[src/rtl/fpu_resp_buffer.sv]
`default_nettype none
// ============================================================================
// Module   : fpu_resp_buffer
// Brief    : Credit-gated response FIFO that makes a non-stallable FPU result
//            port safe to backpressure with a valid/ready handshake.
// Revision : 1.0 - initial release
// ============================================================================
module fpu_resp_buffer #(
    parameter int ID_WIDTH        = 9,
    parameter int DATA_WIDTH      = 32,
    parameter int FLAGS_OUT_WIDTH = 5,
    parameter int DEPTH           = 4
) (
    input  logic                       clk,
    input  logic                       rst,
    // request side
    input  logic                       req_i,
    output logic                       gnt_o,
    output logic                       fpu_req_o,
    input  logic                       fpu_gnt_i,
    // FPU result side (cannot be stalled)
    input  logic                       fpu_rvalid_i,
    input  logic [DATA_WIDTH-1:0]      fpu_rdata_i,
    input  logic [FLAGS_OUT_WIDTH-1:0] fpu_rflags_i,
    input  logic [ID_WIDTH-1:0]        fpu_rID_i,
    // buffered response side
    output logic                       rvalid_o,
    output logic [DATA_WIDTH-1:0]      rdata_o,
    output logic [FLAGS_OUT_WIDTH-1:0] rflags_o,
    output logic [ID_WIDTH-1:0]        rID_o,
    input  logic                       rready_i,
    // status
    output logic [$clog2(DEPTH+1)-1:0] outstanding_o,
    output logic                       overflow_o
);

    localparam int c_CNT_W = $clog2(DEPTH + 1);
    localparam int c_PTR_W = $clog2(DEPTH);
    localparam logic [c_CNT_W-1:0] c_DEPTH_CNT = c_CNT_W'(DEPTH);
    localparam logic [c_CNT_W-1:0] c_CNT_ONE   = c_CNT_W'(1);
    localparam logic [c_PTR_W-1:0] c_PTR_ONE   = c_PTR_W'(1);

    typedef struct packed {
        logic [ID_WIDTH-1:0]        id;
        logic [DATA_WIDTH-1:0]      data;
        logic [FLAGS_OUT_WIDTH-1:0] flags;
    } entry_t;

    entry_t               r_mem [DEPTH];
    logic [c_PTR_W-1:0]   r_wr_ptr;
    logic [c_PTR_W-1:0]   r_rd_ptr;
    logic [c_CNT_W-1:0]   r_count;
    logic [c_CNT_W-1:0]   r_outstanding;
    logic                 r_overflow;

    logic                 w_credit_ok;
    logic                 w_issue;
    logic                 w_pop;
    logic                 w_full;
    logic                 w_push_ok;
    logic                 w_drop;
    logic                 w_not_empty;
    entry_t               w_head;

    assign w_credit_ok = (r_outstanding < c_DEPTH_CNT);
    assign fpu_req_o   = req_i & w_credit_ok;
    assign gnt_o       = fpu_gnt_i & w_credit_ok;
    assign w_issue     = fpu_req_o & fpu_gnt_i;

    assign w_not_empty = (r_count != '0);
    assign w_pop       = w_not_empty & rready_i;
    assign w_full      = (r_count == c_DEPTH_CNT);
    // A pop in the same cycle frees the head slot, so a full FIFO still accepts.
    assign w_push_ok   = fpu_rvalid_i & (~w_full | w_pop);
    assign w_drop      = fpu_rvalid_i & w_full & ~w_pop;

    // Credits are returned on consumer pop, not on FPU completion.
    always_ff @(posedge clk) begin
        if (rst) begin
            r_outstanding <= '0;
        end else begin
            case ({w_issue, w_pop})
                2'b10:   r_outstanding <= r_outstanding + c_CNT_ONE;
                2'b01:   r_outstanding <= r_outstanding - c_CNT_ONE;
                default: r_outstanding <= r_outstanding;
            endcase
        end
    end

    always_ff @(posedge clk) begin
        if (rst) begin
            r_wr_ptr   <= '0;
            r_rd_ptr   <= '0;
            r_count    <= '0;
            r_overflow <= 1'b0;
        end else begin
            if (w_push_ok) begin
                r_wr_ptr <= r_wr_ptr + c_PTR_ONE;
            end
            if (w_pop) begin
                r_rd_ptr <= r_rd_ptr + c_PTR_ONE;
            end
            case ({w_push_ok, w_pop})
                2'b10:   r_count <= r_count + c_CNT_ONE;
                2'b01:   r_count <= r_count - c_CNT_ONE;
                default: r_count <= r_count;
            endcase
            if (w_drop) begin
                r_overflow <= 1'b1;
            end
        end
    end

    // Storage is not reset; the head is masked to zero while empty instead.
    always_ff @(posedge clk) begin
        if (w_push_ok) begin
            r_mem[r_wr_ptr] <= '{id: fpu_rID_i, data: fpu_rdata_i, flags: fpu_rflags_i};
        end
    end

    assign w_head        = w_not_empty ? r_mem[r_rd_ptr] : '0;
    assign rvalid_o      = w_not_empty;
    assign rdata_o       = w_head.data;
    assign rflags_o      = w_head.flags;
    assign rID_o         = w_head.id;
    assign outstanding_o = r_outstanding;
    assign overflow_o    = r_overflow;

endmodule
`default_nettype wire
[config.mk]
export PLATFORM = sky130hd
export DESIGN_NAME = fpu_resp_buffer
export DESIGN_NICKNAME = d
export VERILOG_FILES = /design/src/rtl/fpu_resp_buffer.sv
export SDC_FILE = /design/constraint.sdc
export NUM_CORES = 1
export LEC_CHECK = 0
export CORE_UTILIZATION = 55
export DETAILED_ROUTE_END_ITERATION = 16
export PLACE_DENSITY = 0.8
export SYNTH_ARGS = -nofsm -noshare
export SYNTH_HDL_FRONTEND = slang
export SYNTH_SLANG_ARGS = --single-unit
[constraint.sdc]
create_clock -name clk -period 3.7 [get_ports clk]
set_input_delay 0.555 -clock clk [delete_from_list [all_inputs] [get_ports clk]]
set_output_delay 0.555 -clock clk [all_outputs]
set_load 0.01 [all_outputs]
# [After elaboration in Yosys (flattened, before gate mapping)]
# Memories as Yosys holds them, arrays and structs flattened. A register that Yosys moved wholly into a read port is not among the register bits.
# Cells that the tools add are included.
[totals] reg_bits=11 mem_bits_rw=184 word_cells=38 mem_count=1
[classes] n_addsub=6 order_cmp=1 eq_ne=5 muxes=7 bitwise=10 n_reduce_logical=3
[mem_list] name="r_mem" depth=4 word_bits=46 read_ports=1 rd_clocked_by_memory_dff=1 write_ports=1 line="49" source="entry_t r_mem [DEPTH];"
[ops] op="46-bit two-way mux" count=1
[ops] op="3-bit one-hot mux with 2 select lines" count=2
[ops] op="1-bit AND" count=7
[ops] op="3-bit by 1-bit adder with 3-bit output (second input constant)" count=2
[ops] op="3-bit by 1-bit subtractor with 3-bit output (second input constant)" count=2
[ops] op="2-bit by 1-bit adder with 2-bit output (second input constant)" count=2
[ops] op="2-bit by 1-bit equality test with 1-bit output (second input constant)" count=2
[ops] op="2-bit equality test (second input constant)" count=2
[ops] op="2-bit two-way mux" count=2
[ops] op="2-bit nonzero test" count=2
[ops] op="3-bit equality test (second input constant)" count=1
[ops] op="3-bit < comparator (second input constant)" count=1
[ops] op="3-bit nonzero test" count=1
[ops] op="1-bit two-way mux" count=2
[ops] op="1-bit inverter" count=2
[ops] op="1-bit OR" count=1

# [Longest topological paths before layout]
# Gate-level depths: netlist of the first run.
[logic_depth] word_depth=6 mapped_depth=8 ltp_nobuf=7

# [Least setup slack after synthesis of the first run]
# OpenSTA, ideal clock, no wires.
[synth_path] kind="in2reg" startpoint="input fpu_rvalid_i" endpoint="memory r_mem[0][0] (netlist bit), enable pin" t_arrival_ns=2.001 slack_ns=1.290 stages=2 path_buffers=1 path_cell_list="clkbuf_1 and3_1"
[synth_between] elab_chain_len=3
[synth_lines] item="start, declared" line="22" source="input logic fpu_rvalid_i,"
[synth_lines] item="1-bit AND" line="74" source="assign w_push_ok = fpu_rvalid_i & (~w_full | w_pop);"
[synth_lines] item="1-bit two-way mux" line="116" source="if (w_push_ok) begin"
[synth_lines] item="1-bit two-way mux (not written as such)" line="117" source="r_mem[r_wr_ptr] <= '{id: fpu_rID_i, data: fpu_rdata_i, flags: fpu_rflags_i};"
[synth_lines] item="end, declared" line="49"
# Every way passes these cells.

==> qor.yml, run 1 <==
power_density_nw_per_um2: 549.0
diodes: 0
crit_path_end_kind: "output port"
synth_area_um2: 7777
synth_fp_nets: 435
die_x_um: 120.9
max_slew.worst_pin.slew_ns: 0.6843
hpwl_um: 8779
hold_buffers: 0
syn_inst: 376
ant_nets: 0
cts_root_buf: "clkbuf_16"
hold_start: "overflow_o"
wl_per_cell_um: 20.30
grt_pass1_vias: 4051
maxClockFrequency_mhz: 314.6
reg2reg_from: "r_count[2]"
cp_data_arrival_time_ns: 2.62
synth_top_area_cell: "edfxtp_1"
track_usage_pct: 20.73
final_layout_size_suffix_gt1_share_pct: 18.09
ctsResizeCount: 0
crit_end: "rdata_o[7]"
grt_max_degree: 48
worstPathRequired_ns: 3.14
drt_iter0_drc: 289
worstReg2RegEnd: "outstanding_o[2]"
hold_ws_ns: 0.4728
path_depth: 4
insertion_delay_ns: 0.43
yosysWarnings: 0
hold_viol: 0
die_h_um: 120.9
wirelength_um: 13870
max_stage_delay_ns: 0.64
startpoint_type: "flip-flop"
rsz0062_at_grt: "false"
outcome: "complete, no violations"
p_total_mw: 5.230
core_area_um2: 13830
drc: 0
cp_top_family: "buffers and inverters"
area_growth_pct: 22.49
max-vdd-ir-drop_mv: 0.3038
htree_levels: 4
cts_buffers: 17
crit_type: "flip-flop to output port"
post-cts-setup-buffers: 0
ff2ff_path_depth: 7
port_buffers: 104
slowest_stage: "dfxtp_4"
cts_tree: "built"
fin_crit_sh_pct: 85.90
vias: 3813
path_buf_inv: 2
hold_path_class: "flip-flop to flip-flop"
synthTopCellsByArea: "edfxtp_1 (71%), mux4_2 (12%), and2_1 (3.7%)"
path_cells: "buf_4 > mux4_2 > and2_1 > clkdlybuf4s50_1"
skew_ns: 0.008574
nets: 549
relSlewSlack_pct: 54.38
final_max_slew_viol_count: 0
avgSynthCellArea_um2: 20.68
clkSlewWorstSetupHoldPaths_ns: 0.07
io_pins: 105
yosys.cell_types.count: 37
gp_congestion: 0.7419
grt.overflow.total: 0
r2r_slack_ns: 1.44
grt_pass1_wl_um: 21620
std_cell_rows: 43
final.setup.tns_ns: 0
clockBufferDepth: 2
min_period_ns: 3.178
ys_seq_area_share_pct: 74.39
routed_via_density: 5.583
start_util_pct: 56.25
p_leak_nw: 3.102
die_area_um2: 14620
cp_max_fo: 25
antenna_found_initial: 0
final_util_pct: 68.90
synth_seq_cells: 197
cap_violations: 0
first_pass_iters: 4
yosysTopAreaCellShare_pct: 71.04
cts.sinks: 197
setup_violations: 0
## worst min-delay path by stage
stage	end	cells after the start	slack, ns
after floorplan	r_wr_ptr[0]	2	0.48
after global placement	overflow_o	2	0.45
after detailed placement	overflow_o	2	0.46
after CTS	overflow_o	2	0.48
after global routing	overflow_o	2	0.51
final	overflow_o	2	0.47
## kinds of logic (layout without fill, tap and decap cells)
logic type | after synthesis | after routing | share of synthesized area (%)
DFF | 197 | 197 | 74.39
and+or+nand+nor | 75 | 75 | 5.824
muxes | 47 | 47 | 13.74
buffers and inverters | 28 | 155 | 2.687
AOI/OAI and AO/OA | 16 | 16 | 1.368
adders and majority gates | 7 | 7 | 1.319
xor gates and xnor gates | 6 | 6 | 0.6757
## report_power, final
group	internal, mW	leakage, nW	switching, mW	total [mW]
combinational	0.493	1.04	0.364	0.857
clock	0.984	0.269	0.764	1.75
sequential	2.55	1.80	0.0740	2.62
total	4.03	3.10	1.20	5.23
## cells in the mapped netlist (all sizes together)
cell type,instances
edfxtp,184
and2,46
mux4,46
buf,14
dfxtp,13
nor2,9
clkbuf,7
inv,7
ha,5
xor2,5
a21oi,4
and3,4
nand3,4
o21ai,3
or3,3
fa,2
nand2,2
nor2b,2
o2111ai,2
o31ai,2
a221oi,1
a31oi,1
mux2i,1
nand2b,1
nand3b,1
nor4b,1
o211ai,1
o21bai,1
o311ai,1
or2,1
or4b,1
xnor2,1
## state kept, by name, indices dropped and copies added, names as in the netlist, named ones only
name,flops
outstanding_o,3
overflow_o,1
r_count,3
r_mem,184
r_rd_ptr,2
r_wr_ptr,2
## placed cells by master (no fill, tap or decap), drive strengths merged, types with 3 or more instances in the layout
cell	synthesis	final
edfxtp	184	184
clkdlybuf4s50	0	104
and2	46	46
mux4	46	46
clkbuf	7	17
dfxtp	13	13
buf	14	12
nor2	9	9
clkinv	0	9
inv	7	7
xor2	5	5
ha	5	5
and3	4	4
nand3	4	4
a21oi	4	4
clkinvlp	0	4
o21ai	3	3
or3	3	3
## per-layer routing
layer  up-vias  global-route usage (%)  wire length [µm]
met2       110                   34.50              7248
met3        17                   5.075               670
li1       1725                       -                 -
met4         0                   9.877               237
met5         -                       0                 0
met1      1961                   25.64              5709
## worst reg2reg max path: stages, from the launching register on
cell	delay, ns
dfxtp_1	0.40
o31ai_1	0.39
inv_1	0.12
ha_1	0.26
fa_1	0.40
xnor2_1	0.15
or3_1	0.31
a21oi_1	0.14
## per-stage QoR
step	cell area [µm²]	setup slack, ns	instances
after floorplan	7777	1.290	376
after global placement	8961	0.9222	651
after detailed placement	8961	0.9062	651
after CTS	9527	0.4449	683
after global routing	9527	0.3368	683
final	9527	0.5217	683
## area by class of cell
class | instances | area (µm²)
clock buffer | 17 | 425.4
clock inverter | 15 | 140.1
fill | 849 | 4300
inverter | 7 | 26.28
multi-input combinational | 151 | 1788
sequential | 197 | 5791
tap | 180 | 225.2
timing repair buffer | 116 | 1131
Power figures use the tool's default switching activity.
==> inputs of run 2 (changes only) <==
--- a/config.mk
+++ b/config.mk
@@ -8,6 +8,7 @@
 export CORE_UTILIZATION = 55
 export DETAILED_ROUTE_END_ITERATION = 16
 export PLACE_DENSITY = 0.8
+export REMOVE_ABC_BUFFERS = 1
 export SYNTH_ARGS = -nofsm -noshare
 export SYNTH_HDL_FRONTEND = slang
 export SYNTH_SLANG_ARGS = --single-unit
==> run 2 against run 1 <==
Routed wire length increased by 6.8%. Core utilization increased by 0.83 points. Clock skew decreased by 0.0018 ns. Clock power increased by 18%. Hold slack improved by 0.039 ns. Die area unchanged. Sequential power about the same. Total power increased by 6.6%. Critical path type unchanged. Highest routed layer unchanged.
==> qor.yml, run 2 (synthesis gave the netlist of run 1 again) <==
grtUsageMet3_pct: 7.237  # +2.2 points
hold_viol: 0  # unchanged
crit_type: "flip-flop to output port"
setup_violations: 0  # unchanged
nets: 548  # -0.18%
die_area_um2: 14620  # unchanged
max-vdd-ir-drop_mv: 0.3003  # -1.2%
port_buffers: 104  # unchanged
relSlewSlack_pct: 43.78  # -11 points
use_met2_pct: 36.04  # +1.5 points
p_leak_nw: 3.159  # +1.8%
wirelength_um: 14810  # +6.8%
grt_max_degree: 48  # unchanged
cts.sinks: 197  # unchanged
cts_tree: "built"
regMostFlops: "r_mem"
rsz0062_at_grt: "false"
fin_crit_sh_pct: 85.04  # -0.86 points
grt_use_met1_pct: 27.06  # +1.4 points
hold_buffers: 0  # unchanged
start_util_pct: 56.25  # unchanged
final_max_slew_viol_count: 0  # unchanged
grt_pass1_wl_um: 22540  # +4.2%
ant_nets: 0  # unchanged
cts_buffers: 17  # unchanged
power_density_nw_per_um2: 578.1  # +5.3%
std_cell_rows: 43  # unchanged
track_usage_pct: 21.82  # +1.1 points
grt.overflow.total: 0  # unchanged
vias: 3886  # +1.9%
core_area_um2: 13830  # unchanged
wl_per_cell_um: 21.72  # +7.0%
antenna_found_initial: 0  # unchanged
largest_reg_flops: 184  # unchanged
final_layout_size_suffix_gt1_share_pct: 17.53  # -0.56 points
grt_pass1_vias: 3975  # -1.9%
skew_ns: 0.006763  # -0.001810 ns
cp_max_fo: 27  # +8.0%
drt_iter0_drc: 472  # +63%
htree_levels: 4  # unchanged
worstPathRequired_ns: 3.14  # about the same
drc: 0  # unchanged
hpwl_um: 8767  # -0.14%
clkSlewWorstSetupHoldPaths_ns: 0.07  # about the same
ctsResizeCount: 0  # unchanged
die_x_um: 120.9  # unchanged
final_common_cell: "edfxtp_1"
hold_path_class: "flip-flop to flip-flop"
startpoint_type: "flip-flop"
clockBufferDepth: 2  # unchanged
die_h_um: 120.9  # unchanged
post-cts-setup-buffers: 0  # unchanged
diodes: 0  # unchanged
final.setup.tns_ns: 0  # unchanged
maxClockFrequency_mhz: 317.8  # +1.0%
routed_via_density: 5.698  # +2.1%
insertion_delay_ns: 0.43  # about the same
crit_path_end_kind: "output port"
layout_common_cells: "edfxtp_1 (184), clkdlybuf4s50_1 (104), and2_1 (46)"
min_period_ns: 3.146  # -0.03186 ns
io_pins: 105  # unchanged
outcome: "complete, no violations"
cap_violations: 0  # unchanged
area_growth_pct: 23.97
final_util_pct: 69.73  # +0.83 points
gp_congestion: 0.7741  # +4.3%
first_pass_iters: 4  # unchanged
max_slew.worst_pin.slew_ns: 0.8434  # +0.1590 ns
cts_root_buf: "clkbuf_16"
busiest_layer: "met2"
cp_data_arrival_time_ns: 2.59  # -0.03 ns
-- run 2: critical path, stage by stage, from the launching register on --
cell and delay, ns:
dfxtp_4 0.59, buf_12 0.29, mux4_1 0.61, and2_1 0.18
clkdlybuf4s50_1 0.47
-- run 2: cell type report --
| cell class | instances | area (µm²) |
|---|---|---|
| sequential | 197 | 5791 |
| fill | 826 | 4185 |
| multi-input combinational | 151 | 1788 |
| timing repair buffer | 115 | 1136 |
| clock buffer | 23 | 478.0 |
| tap | 180 | 225.2 |
| clock inverter | 9 | 197.7 |
| inverter | 7 | 26.28 |
-- run 2: through the flow --
stage	hold slack (ns)	total power [mW]	instance area (µm²)	std cells	worst slack, ns
6_report	0.5121	5.574	9642	682	0.5536
4_1_cts	0.5198	5.605	9642	682	0.5029
3_5_place_dp	0.5032	3.552	8966	650	0.7320
2_1_floorplan	0.4776	3.101	7595	355	0.3361
5_1_grt	0.5655	5.767	9642	682	0.3994
3_3_place_gp	0.4604	3.523	8966	650	0.8133
-- run 2: per-layer routing --
metal | routed length (µm) | up-vias
met5 | 0 | -
met4 | 279 | 0
met3 | 1074 | 24
met2 | 7572 | 163
met1 | 5887 | 1971
li1 | - | 1728
-- run 2: worst paths after layout --
check | startpoint | endpoint | slack [ns] | cells past startpoint
setup / recovery | flip-flop | rID_o[8] | 0.55 | 4
setup reg to reg | r_count[0] | outstanding_o[2] | 1.46 | 7
hold reg to reg | overflow_o | overflow_o | 0.51 | 2
hold / removal | overflow_o | overflow_o | 0.51 | 2
-- run 2: power breakdown --
| group | internal (mW) | switching, mW | leakage [nW] |
|---|---|---|---|
| registers | 2.55 | 0.0718 | 1.80 |
| logic | 0.499 | 0.379 | 1.03 |
| clock network | 1.32 | 0.752 | 0.329 |
| total | 4.37 | 1.20 | 3.16 |
==> inputs of run 3 (changes only) <==
==> constraint.sdc (replaced) <==
create_clock -name clk -period 3.7 [get_ports clk]
set_input_delay 0.555 -clock clk [delete_from_list [all_inputs] [get_ports clk]]
set_output_delay 0.555 -clock clk [all_outputs]
set_load 0.02 [all_outputs]
==> run 3 against run 2 <==
Combinational power grew 12%. Sequential share of layout area is 0.71 points higher. Sequential power hardly changed. Sequential cell count did not move. Design area shrank 1.2%. Routed wire length decreased by 4.2%. Core utilization is 0.81 points lower. Register-to-register slack is essentially flat. Total power shrank 3.9%. First-iteration DRC count down 25%. Critical endpoint is now rflags_o[4].
==> qor.yml, run 3 (synthesis gave the netlist of run 1 again) <==
outcome: "complete, no violations"
hold_buffers: 0  # unchanged
setup_violations: 0  # unchanged
worstReg2RegEnd: "r_mem[2][45]"
first_pass_iters: 4  # unchanged
drc: 0  # unchanged
grt_pass1_vias: 3962  # -0.33%
worstPathRequired_ns: 3.14  # about the same
cts_tree: "built"
largest_reg_flops: 184  # unchanged
final_layout_size_suffix_gt1_share_pct: 17.20  # -0.33 points
power_density_nw_per_um2: 562.2  # -2.8%
wl_met3_um: 1096  # +2.0%
hold_viol: 0  # unchanged
met2_length_um: 7080  # -6.5%
grt_pass1_wl_um: 21940  # -2.6%
cp_data_arrival_time_ns: 2.62  # +0.03 ns
start_util_pct: 56.25  # unchanged
area_growth_pct: 22.52
drt_iter0_drc: 353  # -25%
port_buffers: 104  # unchanged
design_area_um2: 9529  # -1.2%
nets: 546  # -0.36%
ff2ff_path_depth: 3  # -4
grt_max_degree: 48  # unchanged
final_max_slew_viol_count: 0  # unchanged
cp_top_family: "buffers and inverters"
highest_layer: "met4"
crit_path_end_kind: "output port"
io_pins: 105  # unchanged
rsz0062_at_grt: "false"
max-vdd-ir-drop_mv: 0.2887  # -3.8%
reg2reg_from: "r_count[0]"
hpwl_um: 8438  # -3.8%
cts.sinks: 197  # unchanged
hold_path_depth: 2  # unchanged
post-cts-setup-buffers: 0  # unchanged
die_h_um: 120.9  # unchanged
slowest_stage: "mux4_1"
wl_per_cell_um: 20.86  # -3.9%
skew_ns: 0.01731  # +0.01055 ns
relSlewSlack_pct: 34.67  # -9.1 points
std_cell_rows: 43  # unchanged
fin_ws_ns: 0.5265  # -0.02706 ns
startpoint_type: "flip-flop"
final.setup.tns_ns: 0  # unchanged
hold_path_class: "flip-flop to flip-flop"
cts_buffers: 17  # unchanged
clockBufferDepth: 2  # unchanged
core_area_um2: 13830  # unchanged
track_usage_pct: 21.38  # -0.44 points
gp_congestion: 0.8002  # +3.4%
max_slew.worst_pin.slew_ns: 0.9800  # +0.1367 ns
post-place-ws_ns: 0.7412  # +0.009178 ns
crit_type: "flip-flop to output port"
p_leak_nw: 3.096  # -2.0%
antenna_found_initial: 0  # unchanged
routed_via_density: 5.596  # -1.8%
whs_endpoint: "overflow_o"
maxClockFrequency_mhz: 315.1  # -0.85%
regMostFlops: "r_mem"
hold_start: "overflow_o"
die_x_um: 120.9  # unchanged
fin_crit_sh_pct: 85.77  # +0.73 points
wirelength_um: 14190  # -4.2%
layout_common_cells: "edfxtp_1 (184), clkdlybuf4s50_1 (104), and2_1 (46)"
r2r_slack_ns: 1.46  # about the same
cts_root_buf: "clkbuf_16"
path_cells: "buf_4 > mux4_1 > and2_1 > clkdlybuf4s50_1"
final_common_cell: "edfxtp_1"
ant_nets: 0  # unchanged
placed_area_um2: 8964  # about the same
fill_cells: 857  # +3.8%
vias: 3805  # -2.1%
cap_violations: 0  # unchanged
ctsResizeCount: 0  # unchanged
path_buf_inv: 2  # unchanged
diodes: 0  # unchanged
clkSlewWorstSetupHoldPaths_ns: 0.07  # about the same
insertion_delay_ns: 0.45  # +0.02 ns
die_area_um2: 14620  # unchanged
min_period_ns: 3.174  # +0.02706 ns
grt.overflow.total: 0  # unchanged
htree_levels: 4  # unchanged
max_stage_delay_ns: 0.60  # about the same
cp_max_fo: 14  # -48%
drt-met1-wl_um: 5761  # -2.1%
run 3: cell count changes in the layout (fill, tap and decap cells not counted):
cell	previous run	this run
bufinv_16	6	2
buf_4	10	7
clkbuf_8	3	0
clkinv_2	1	3
clkinv_4	1	3
clkinvlp_4	0	2
buf_12	1	2
clkbuf_1	3	2
clkinv_1	1	2
inv_6	0	1
run 3: through the flow:
stage               cells  hold WS [ns]  util, %  total power, mW
floorplan             355        0.4776        -            3.194
detailed placement    648        0.4691    64.83            3.643
CTS                   680        0.4897    68.92            5.393
global route          680        0.5509    68.92            5.556
finish                680        0.4926    68.92            5.357
global placement      648        0.4581    64.83            3.615
run 3: how the worst max path moves through the flow:
stage	start	endpoint	slack (ns)	depth (start not counted)
after floorplan	flip-flop	rID_o[8]	0.30	2
after global placement	rready_i	r_mem[1][2]	0.79	4
after detailed placement	rready_i	r_mem[2][22]	0.74	4
after CTS	flip-flop	rflags_o[3]	0.46	4
after global routing	flip-flop	rflags_o[0]	0.38	4
final	flip-flop	rflags_o[4]	0.53	4
run 3: final cells by class:
| cell class | instances | area [µm²] | share of cell area, % |
|---|---|---|---|
| Clock inverter | 13 | 132.6 | 1.392 |
| Timing Repair Buffer | 113 | 1134 | 11.90 |
| Clock buffer | 19 | 432.9 | 4.543 |
| Multi-Input combinational cell | 151 | 1788 | 18.76 |
| Tap cell | 180 | 225.2 | 2.363 |
| Inverter | 7 | 26.28 | 0.2757 |
| Sequential cell | 197 | 5791 | 60.77 |
run 3: worst min-delay path, cell delays in order (launching register included):
cell	delay, ns
dfxtp_1	0.33
a21oi_1	0.04
nor2_1	0.08
run 3: metal layers:
metal,global-route usage (%),vias to the layer above
met5,0,-
met3,7.613,18
met4,7.639,0
met1,28.16,1911
met2,33.14,154
li1,-,1722
run 3: where the power goes:
group          internal, mW  total [mW]  switching (mW)
logic                 0.500       0.979           0.479
clock network         0.990        1.77           0.776
registers              2.55        2.61          0.0609
total                  4.04        5.36            1.32
